`config.mk`:
```
export PLATFORM = sky130hd
export DESIGN_NAME = regfile_wb_arbiter
export DESIGN_NICKNAME = d
export VERILOG_FILES = /design/src/rtl/regfile_wb_arbiter.sv
export SDC_FILE = /design/constraint.sdc
export NUM_CORES = 1
export LEC_CHECK = 0
export CAP_MARGIN = 20
export CORE_MARGIN = 2
export CORE_UTILIZATION = 31
export DETAILED_ROUTE_END_ITERATION = 8
export PLACE_DENSITY = 0.86
export SETUP_SLACK_MARGIN = 0.3
export SYNTH_ARGS = -nofsm -noshare
export SYNTH_HDL_FRONTEND = slang
export SYNTH_SLANG_ARGS = --single-unit
```
`constraint.sdc`:
```
create_clock -name clk -period 1.8 [get_ports clk]
set_clock_uncertainty 0.05 [all_clocks]
set_input_delay 0.36 -clock clk [delete_from_list [all_inputs] [get_ports clk]]
set_output_delay 0.36 -clock clk [all_outputs]
set_load 0.02 [all_outputs]
```
`src/rtl/regfile_wb_arbiter.sv`:
```
// Round-robin write-back arbiter (ALU / LSU) for the single register file write port.
// Optional read bypass of the in-flight write is enabled by defining WB_BYPASS_EN.
module regfile_wb_arbiter #(
  parameter int AW = 5,
  parameter int DW = 32
) (
  input  logic          clk,
  input  logic          rst_n,
  input  logic          i_req0_valid,
  input  logic [AW-1:0] i_req0_addr,
  input  logic [DW-1:0] i_req0_data,
  output logic          o_req0_ready,
  input  logic          i_req1_valid,
  input  logic [AW-1:0] i_req1_addr,
  input  logic [DW-1:0] i_req1_data,
  output logic          o_req1_ready,
  output logic          o_wr_en,
  output logic [AW-1:0] o_wr_addr,
  output logic [DW-1:0] o_wr_data,
  input  logic [AW-1:0] i_rd_addr1,
  input  logic [AW-1:0] i_rd_addr2,
  input  logic [DW-1:0] i_rd_data1,
  input  logic [DW-1:0] i_rd_data2,
  output logic [DW-1:0] o_rd_data1,
  output logic [DW-1:0] o_rd_data2
);

  logic          last_reg;
  logic          last_next;
  logic          grant0;
  logic          grant1;
  logic          grant_any;
  logic [AW-1:0] sel_addr;
  logic [DW-1:0] sel_data;
  logic          wr_en_reg;
  logic          wr_en_next;
  logic [AW-1:0] wr_addr_reg;
  logic [AW-1:0] wr_addr_next;
  logic [DW-1:0] wr_data_reg;
  logic [DW-1:0] wr_data_next;

  // Under contention the port that did not win last time gets the grant.
  always_comb begin
    grant0 = i_req0_valid && (!i_req1_valid || last_reg);
    grant1 = i_req1_valid && (!i_req0_valid || !last_reg);
  end

  assign grant_any    = grant0 || grant1;
  assign o_req0_ready = grant0;
  assign o_req1_ready = grant1;

  always_comb begin
    sel_addr = grant1 ? i_req1_addr : i_req0_addr;
    sel_data = grant1 ? i_req1_data : i_req0_data;
  end

  always_comb begin
    last_next    = last_reg;
    wr_en_next   = 1'b0;
    wr_addr_next = wr_addr_reg;
    wr_data_next = wr_data_reg;
    if (grant_any) begin
      last_next    = grant1;
      // Writes to x0 are accepted and registered but never enabled.
      wr_en_next   = (sel_addr != '0);
      wr_addr_next = sel_addr;
      wr_data_next = sel_data;
    end
  end

  always_ff @(posedge clk or negedge rst_n) begin
    if (!rst_n) begin
      last_reg    <= 1'b1;
      wr_en_reg   <= 1'b0;
      wr_addr_reg <= '0;
      wr_data_reg <= '0;
    end else begin
      last_reg    <= last_next;
      wr_en_reg   <= wr_en_next;
      wr_addr_reg <= wr_addr_next;
      wr_data_reg <= wr_data_next;
    end
  end

  assign o_wr_en   = wr_en_reg;
  assign o_wr_addr = wr_addr_reg;
  assign o_wr_data = wr_data_reg;

  logic [AW-1:0] rd_addr [2];
  logic [DW-1:0] rd_raw  [2];
  logic [DW-1:0] rd_out  [2];

  assign rd_addr[0] = i_rd_addr1;
  assign rd_addr[1] = i_rd_addr2;
  assign rd_raw[0]  = i_rd_data1;
  assign rd_raw[1]  = i_rd_data2;

  generate
    for (genvar gi = 0; gi < 2; gi++) begin : g_rd
`ifdef WB_BYPASS_EN
      logic hit;
      assign hit        = wr_en_reg && (rd_addr[gi] == wr_addr_reg);
      assign rd_out[gi] = hit ? wr_data_reg : rd_raw[gi];
`else
      logic [AW-1:0] unused_addr;
      assign unused_addr = rd_addr[gi];
      assign rd_out[gi]  = rd_raw[gi];
`endif
    end
  endgenerate

  assign o_rd_data1 = rd_out[0];
  assign o_rd_data2 = rd_out[1];

endmodule

```
==> impl_metrics.csv, run 1 <==
group,metric,value,unit
timing,finalMaxSlewViolations,0,
clock_network,ctsHtreeMaxLevel,2,
routing,drt-initial-drc-count,92,
worst_setup_path,slowest_stage,"dfstp_2",
placed_design,dp_hpwl,6017,um
pwr,power_per_cell_area,743.9,nW/um2
worst_setup_path,cpPeakStageDelay,0.54,ns
die,floorplan.die.height,98.89,um
pwr,ir_drop,0.3792,mV
timing,maxClockFrequency,0.6322,GHz
die,core_region_area,8721,um2
clock_network,cts-buffers-inserted,5,
die,die_area,9779,um2
grt,grt_pass1_vias,2278,
worst_setup_path,timing.critical_path.cells,"nand2b_4 > nand2_4 > clkinv_4 > buf_6",
grt,grt_antenna_before_repair,0,
final_layout,final_core_utilization,41.89,%
yosys,synth.top_cell.area_share,34.07,%
status,run_status,"finished clean",
yosys,avgSynthCellArea,10.08,um2
timing,setup-tns-final,0,ns
yosys,sequential_element_share_of_the_synthesized_area,35.01,%
final_layout,antenna_cells_inserted,0,
final_layout,largest_reg_flops,32,
timing,final_hold_viol_count,0,
clock_network,clk_transition_reported_paths,0.08,ns
grt,global_route.usage.total,16.09,%
worst_setup_path,path_class,"reg -> out",
job,max-cap-violations,0,
yosys,synth_nets,429,
worst_setup_path,cp-start-kind,"flip-flop",
die,die_w,98.89,um
pwr,leakagePower,0.001492,uW
timing,timing.slew.headroom,65.47,%
clock_network,clock_tree_from_tritoncts,"yes",
die,num_rows,34,
clock_network,clock_sink_count,39,
placed_design,place.port_buffers,117,
grt,largest_net_degree_at_the_start_of_global_routing,75,
placed_design,finalWeightedCongestion,0.8463,
die,floorplan.io_pins,256,
grt,grt-ovfl-total,0,
final_layout,layout-drive-gt1-share,13.98,%
final_layout,layoutNonFillerInstCount,437,
final_layout,final_layout_fill_cell_count,846,
worst_hold_path,hold_class,"in -> reg",
die,start_util,32.01,%
routing,drcViolationCount,0,
yosys,post_synth_instance_area,2791,um2
final_layout,final_net_count,480,
timing,finalSetupViolCount,0,
worst_setup_path,required_time_of_the_critical_path,1.39,ns
yosys,number_of_register_bits_inferred_by_synthesis,39,
pwr,design_power_total,2718,uW
timing,setup_repair_after_global_routing_missed_its_margin,"yes",
routing,ant_nets,0,
clock_network,worstSkewPairLatency,0.29,ns
worst_setup_path,critPathArrivalTime,1.17,ns
worst_setup_path,cp.buffers_inverters,2,
routing,drt_first_pass_iters,5,
yosys,yosysWarnings,0,
clock_network,cts_buffer_depth,2,
routing,post_drt_via_cell_ratio,5.085,
timing,worstMarginPinSlew,0.5180,ns
placed_design,dp_cells,427,
final_layout,areaGrowthSynthToFinish,30.88,%
worst_setup_path,critical_path_peak_fanout,2,
yosys,synthDistinctLibCells,21,
yosys,synth_top_cells_by_area,"dfrtp_1 34%, buf_4 17%, a21o_1 8.6%",
worst_setup_path,timing.reg2reg.setup_slack,0.36,ns
yosys,synthCells,277,
yosys,yosys.area.top_type,"dfrtp_1",
clock_network,cts-root-buf,"clkbuf_8",
timing,final.min_clock_period,1.582,ns
grt,wire_length_of_the_first_global_routing_pass,12520,um
routing,via_count,2222,
worst_setup_path,crit_family,"flip-flops",
worst_setup_path,worst_setup_path_end_kind,"output pin",
timing,timing.final.crit_share,87.88,%
routing,wl,8126,um
routing,drt-wirelength-per-cell,18.59,um
[synth_stat cells, drive strengths merged]
| library cell | count |
|---|---|
| o221a | 37 |
| or4 | 2 |
| dfrtp | 38 |
| o21ai | 3 |
| nor2b | 5 |
| a21o | 32 |
| inv | 2 |
| clkbuf | 6 |
| nor2 | 1 |
| buf | 78 |
| nand2 | 1 |
| dfstp | 1 |
| a211o | 5 |
| nand2b | 33 |
| a21boi | 1 |
| or2 | 32 |
[per-layer routing]
layer  part of all wire [%]  up-vias  track usage [%]
met5                      0        -                0
met4                    4.0        0            8.114
met3                    9.0       40            4.539
met2                     49      117            27.70
met1                     38     1046            18.13
li1                       -     1019                -
[report_power, final]
part | internal (uW) | total, uW | switching [uW]
sequential | 994 | 1050 | 54.7
clock | 415 | 723 | 308
combinational | 490 | 945 | 455
[final timing paths]
kind | startpoint | end | cells past startpoint
max | last_reg | o_req0_ready | 4
min | i_req1_valid | last_reg | 4
max reg2reg | last_reg | o_wr_data[3] | 4
min reg2reg | o_wr_data[22] | o_wr_data[22] | 3
max in group asynchronous | rst_n | o_wr_data[2] | 3
min in group asynchronous | rst_n | o_wr_data[29] | 2
[cells in the final DEF, fill, tap and decap left out, types with 7 or more instances in the layout]
master	instances
nand2b_1	32
a21o_1	32
or2_1	32
o221a_1	16
buf_4	7
dlygate4sd2_1	39
o221a_2	21
clkdlybuf4s50_1	74
dfrtp_1	38
[metrics by stage]
stage | instance area, um2 | worst slack, ns | hold WS, ns
after floorplan | 2800 | 0.2557 | 0.01441
after global placement | 3560 | -0.3267 | 0.3060
after detailed placement | 3560 | -0.3683 | 0.3124
after CTS | 3650 | 0.09220 | 0.4455
after global routing | 3654 | 0.1814 | 0.4938
final | 3654 | 0.2181 | 0.4733
[cell families (layout without fill, tap and decap cells)]
group / after synthesis / in the layout / share of synthesized area (%)
buffers and inverters: 86 / 138 / 22.23
AO/OA/AOI/OAI: 78 / 78 / 25.91
AND/OR/NAND/NOR: 74 / 74 / 16.85
flip-flops: 39 / 39 / 35.01
[tightest hold or removal path: stages]
cell and delay, ns:
buf_2 0.14, nand2b_4 0.09, buf_4 0.14, o21ai_0 0.08
[area by class of cell]
type                       instances  area [um2]  share of cell area, %
inverter                           2       12.51                 0.3425
tap                              108       135.1                  3.699
multi-input combinational        152        1202                  32.91
clock inverter                     1       30.03                 0.8219
sequential                        39       977.2                  26.75
timing repair buffer             128        1220                  33.39
clock buffer                       7       76.32                  2.089
[what timing repair did]
| item | CTS | global route |
|---|---|---|
| cloned | 0 | 0 |
| hold endpoints to repair | 18 | 0 |
| setup endpoints to repair | 77 | 13 |
| hold buffers | 1 | 0 |
| setup buffers | 1 | 0 |
| gates resized for setup | 51 | 5 |
| pin swaps | 0 | 0 |
Note: power is estimated with default switching activity, not from simulation.
==> inputs of run 2 (changes only) <==
--- a/config.mk
+++ b/config.mk
@@ -5,11 +5,11 @@
 export SDC_FILE = /design/constraint.sdc
 export NUM_CORES = 1
 export LEC_CHECK = 0
-export CAP_MARGIN = 20
-export CORE_MARGIN = 2
-export CORE_UTILIZATION = 31
+export CORE_AREA = 2 2 98 100
 export DETAILED_ROUTE_END_ITERATION = 8
-export PLACE_DENSITY = 0.86
+export DIE_AREA = 0 0 100 102
+export DONT_BUFFER_PORTS = 1
+export PLACE_DENSITY = 0.49
 export SETUP_SLACK_MARGIN = 0.3
 export SYNTH_ARGS = -nofsm -noshare
 export SYNTH_HDL_FRONTEND = slang
==> run 2 against run 1 <==
Non-clock buffer count down 119; cell area down 30%; critical path type unchanged; utilization down 14 points; die area up 4.3%; sequential share of layout area up 11 points; via count down 21%; fmax down 1.8%; clock power up 7.6%; register-to-register slack about the same; total power down 10%; setup slack worse by 0.030 ns.
==> impl_metrics.csv, run 2 (synthesis gave the netlist of run 1 again) <==
group,metric,value,unit
grt,wire_length_of_the_first_global_routing_pass,10300,um
die,die_w,100,um
timing,timing.slew.headroom,79.31,%
die,floorplan.die.height,102,um
clock_network,worstSkewPairLatency,0.29,ns
worst_setup_path,logic_depth_of_the_worst_register_to_register_path,5,
routing,ant_nets,0,
placed_design,worst_setup_slack_post_dpl,0.3358,ns
timing,final.min_clock_period,1.611,ns
status,run_status,"finished clean",
worst_setup_path,cp-start-kind,"flip-flop",
routing,drcViolationCount,0,
grt,largest_net_degree_at_the_start_of_global_routing,77,
die,start_util,30.65,%
worst_setup_path,cpPeakStageDelay,0.55,ns
grt,grt_pass1_vias,1776,
timing,timing.final.crit_share,89.53,%
pwr,design_power_total,2436,uW
timing,finalSetupViolCount,0,
final_layout,largest_reg_flops,32,
die,die_area,10200,um2
timing,worstMarginPinSlew,0.3104,ns
die,core_region_area,9109,um2
die,num_rows,35,
worst_setup_path,required_time_of_the_critical_path,1.39,ns
final_layout,areaGrowthSynthToFinish,-8.337,%
routing,wl,7102,um
placed_design,finalWeightedCongestion,0.6958,
worst_setup_path,slowest_stage,"dfstp_2",
grt,global_route.usage.total,13.08,%
pwr,ir_drop,0.3866,mV
final_layout,antenna_cells_inserted,0,
final_layout,final_net_count,361,
timing,finalMaxSlewViolations,0,
clock_network,cts-buffers-inserted,5,
timing,maxClockFrequency,0.6206,GHz
routing,drt-initial-drc-count,62,
die,floorplan.io_pins,256,
placed_design,place.port_buffers,0,
grt,grt-ovfl-total,0,
timing,setup-tns-final,0,ns
worst_setup_path,critical_path_peak_fanout,3,
final_layout,final_core_utilization,28.09,%
job,max-cap-violations,0,
pwr,leakagePower,0.0009962,uW
clock_network,ctsHtreeMaxLevel,2,
worst_setup_path,timing.critical_path.cells,"nand2b_4 > nand2_4 > buf_12 > clkinv_8",
worst_hold_path,hold_depth,1,
pwr,power_per_cell_area,951.9,nW/um2
worst_setup_path,worst_setup_path_end_kind,"output pin",
clock_network,cts_buffer_depth,2,
timing,fin_ws,0.1885,ns
routing,drt-wirelength-per-cell,22.12,um
clock_network,cts-root-buf,"clkbuf_8",
final_layout,highest_count_cells_in_the_layout_ignoring_fill_and_taps,"38 x dfrtp_1, 32 x nand2b_1, 32 x or2_1, 32 x a21o_1, 21 x o221a_2",
clock_network,clock_sink_count,39,
clock_network,clock_tree_from_tritoncts,"yes",
worst_setup_path,path_class,"reg -> out",
grt,grt_antenna_before_repair,0,
worst_setup_path,critPathArrivalTime,1.20,ns
final_layout,layout-drive-gt1-share,20.00,%
clock_network,clk_transition_reported_paths,0.09,ns
routing,post_drt_via_cell_ratio,5.470,
worst_hold_path,hold_class,"in -> reg",
final_layout,layout_commonest_cell,"dfrtp_1",
timing,final_hold_viol_count,0,
routing,drt_first_pass_iters,4,
final_layout,final_layout_fill_cell_count,983,
placed_design,dp_hpwl,4645,um
routing,via_count,1756,
timing,setup_repair_after_global_routing_missed_its_margin,"yes",
[run 2: worst paths after layout]
path | from | to | slack [ns]
hold reg to reg | last_reg | last_reg | 0.62
min in group asynchronous | rst_n | o_wr_addr[2] | 0.49
max in group asynchronous | rst_n | last_reg | 0.96
hold / removal | i_req0_valid | last_reg | 0.1
setup / recovery | last_reg | o_req0_ready | 0.19
setup reg to reg | last_reg | o_wr_data[0] | 0.36
[run 2: what timing repair did]
action	in CTS	in global routing
hold buffers	2	0
gates resized for setup	6	3
setup endpoints to repair	2	14
buffers inserted	2	0
endpoints found under the hold margin	39	0
[run 2: area by class of cell]
type / instances / area [um2] / share of cell area, %
Clock buffer: 6 / 82.58 / 3.227
Clock inverter: 2 / 35.03 / 1.369
Timing Repair Buffer: 9 / 102.6 / 4.010
Inverter: 2 / 20.02 / 0.7824
Sequential cell: 39 / 977.2 / 38.19
Tap cell: 111 / 138.9 / 5.428
Multi-Input combinational cell: 152 / 1202 / 46.99
[run 2: metal layers]
| metal | vias up | wire [um] | global-route usage, % | share of wire [%] |
|---|---|---|---|---|
| met5 | - | 0 | 0 | 0 |
| met1 | 851 | 2769 | 15.04 | 39 |
| met2 | 101 | 3377 | 22.14 | 48 |
| met3 | 29 | 743 | 4.378 | 10 |
| met4 | 0 | 212 | 6.112 | 3.0 |
| li1 | 775 | - | - | - |
[run 2: where the power goes]
group          leakage, uW  internal, uW  switching (uW)  total (uW)
Clock            0.0000612           449             328         778
Combinational     0.000492           243             190         433
Sequential        0.000443           994             231        1220
Total             0.000996          1690             749        2440
[run 2: stage by stage]
stage,cell area [um2],std cells,hold slack [ns]
after floorplan,2800,277,0.01441
after global placement,2360,309,0.01546
after detailed placement,2360,309,0.01526
after CTS,2546,321,0.08206
after global routing,2559,321,0.07226
final,2559,321,0.09736
[run 2: worst max-delay path: cells and delay by family (launching register included)]
family / cells / cell delay [ns]
buf+inv: 2 / 0.18
flops: 1 / 0.55
simple gates: 2 / 0.18
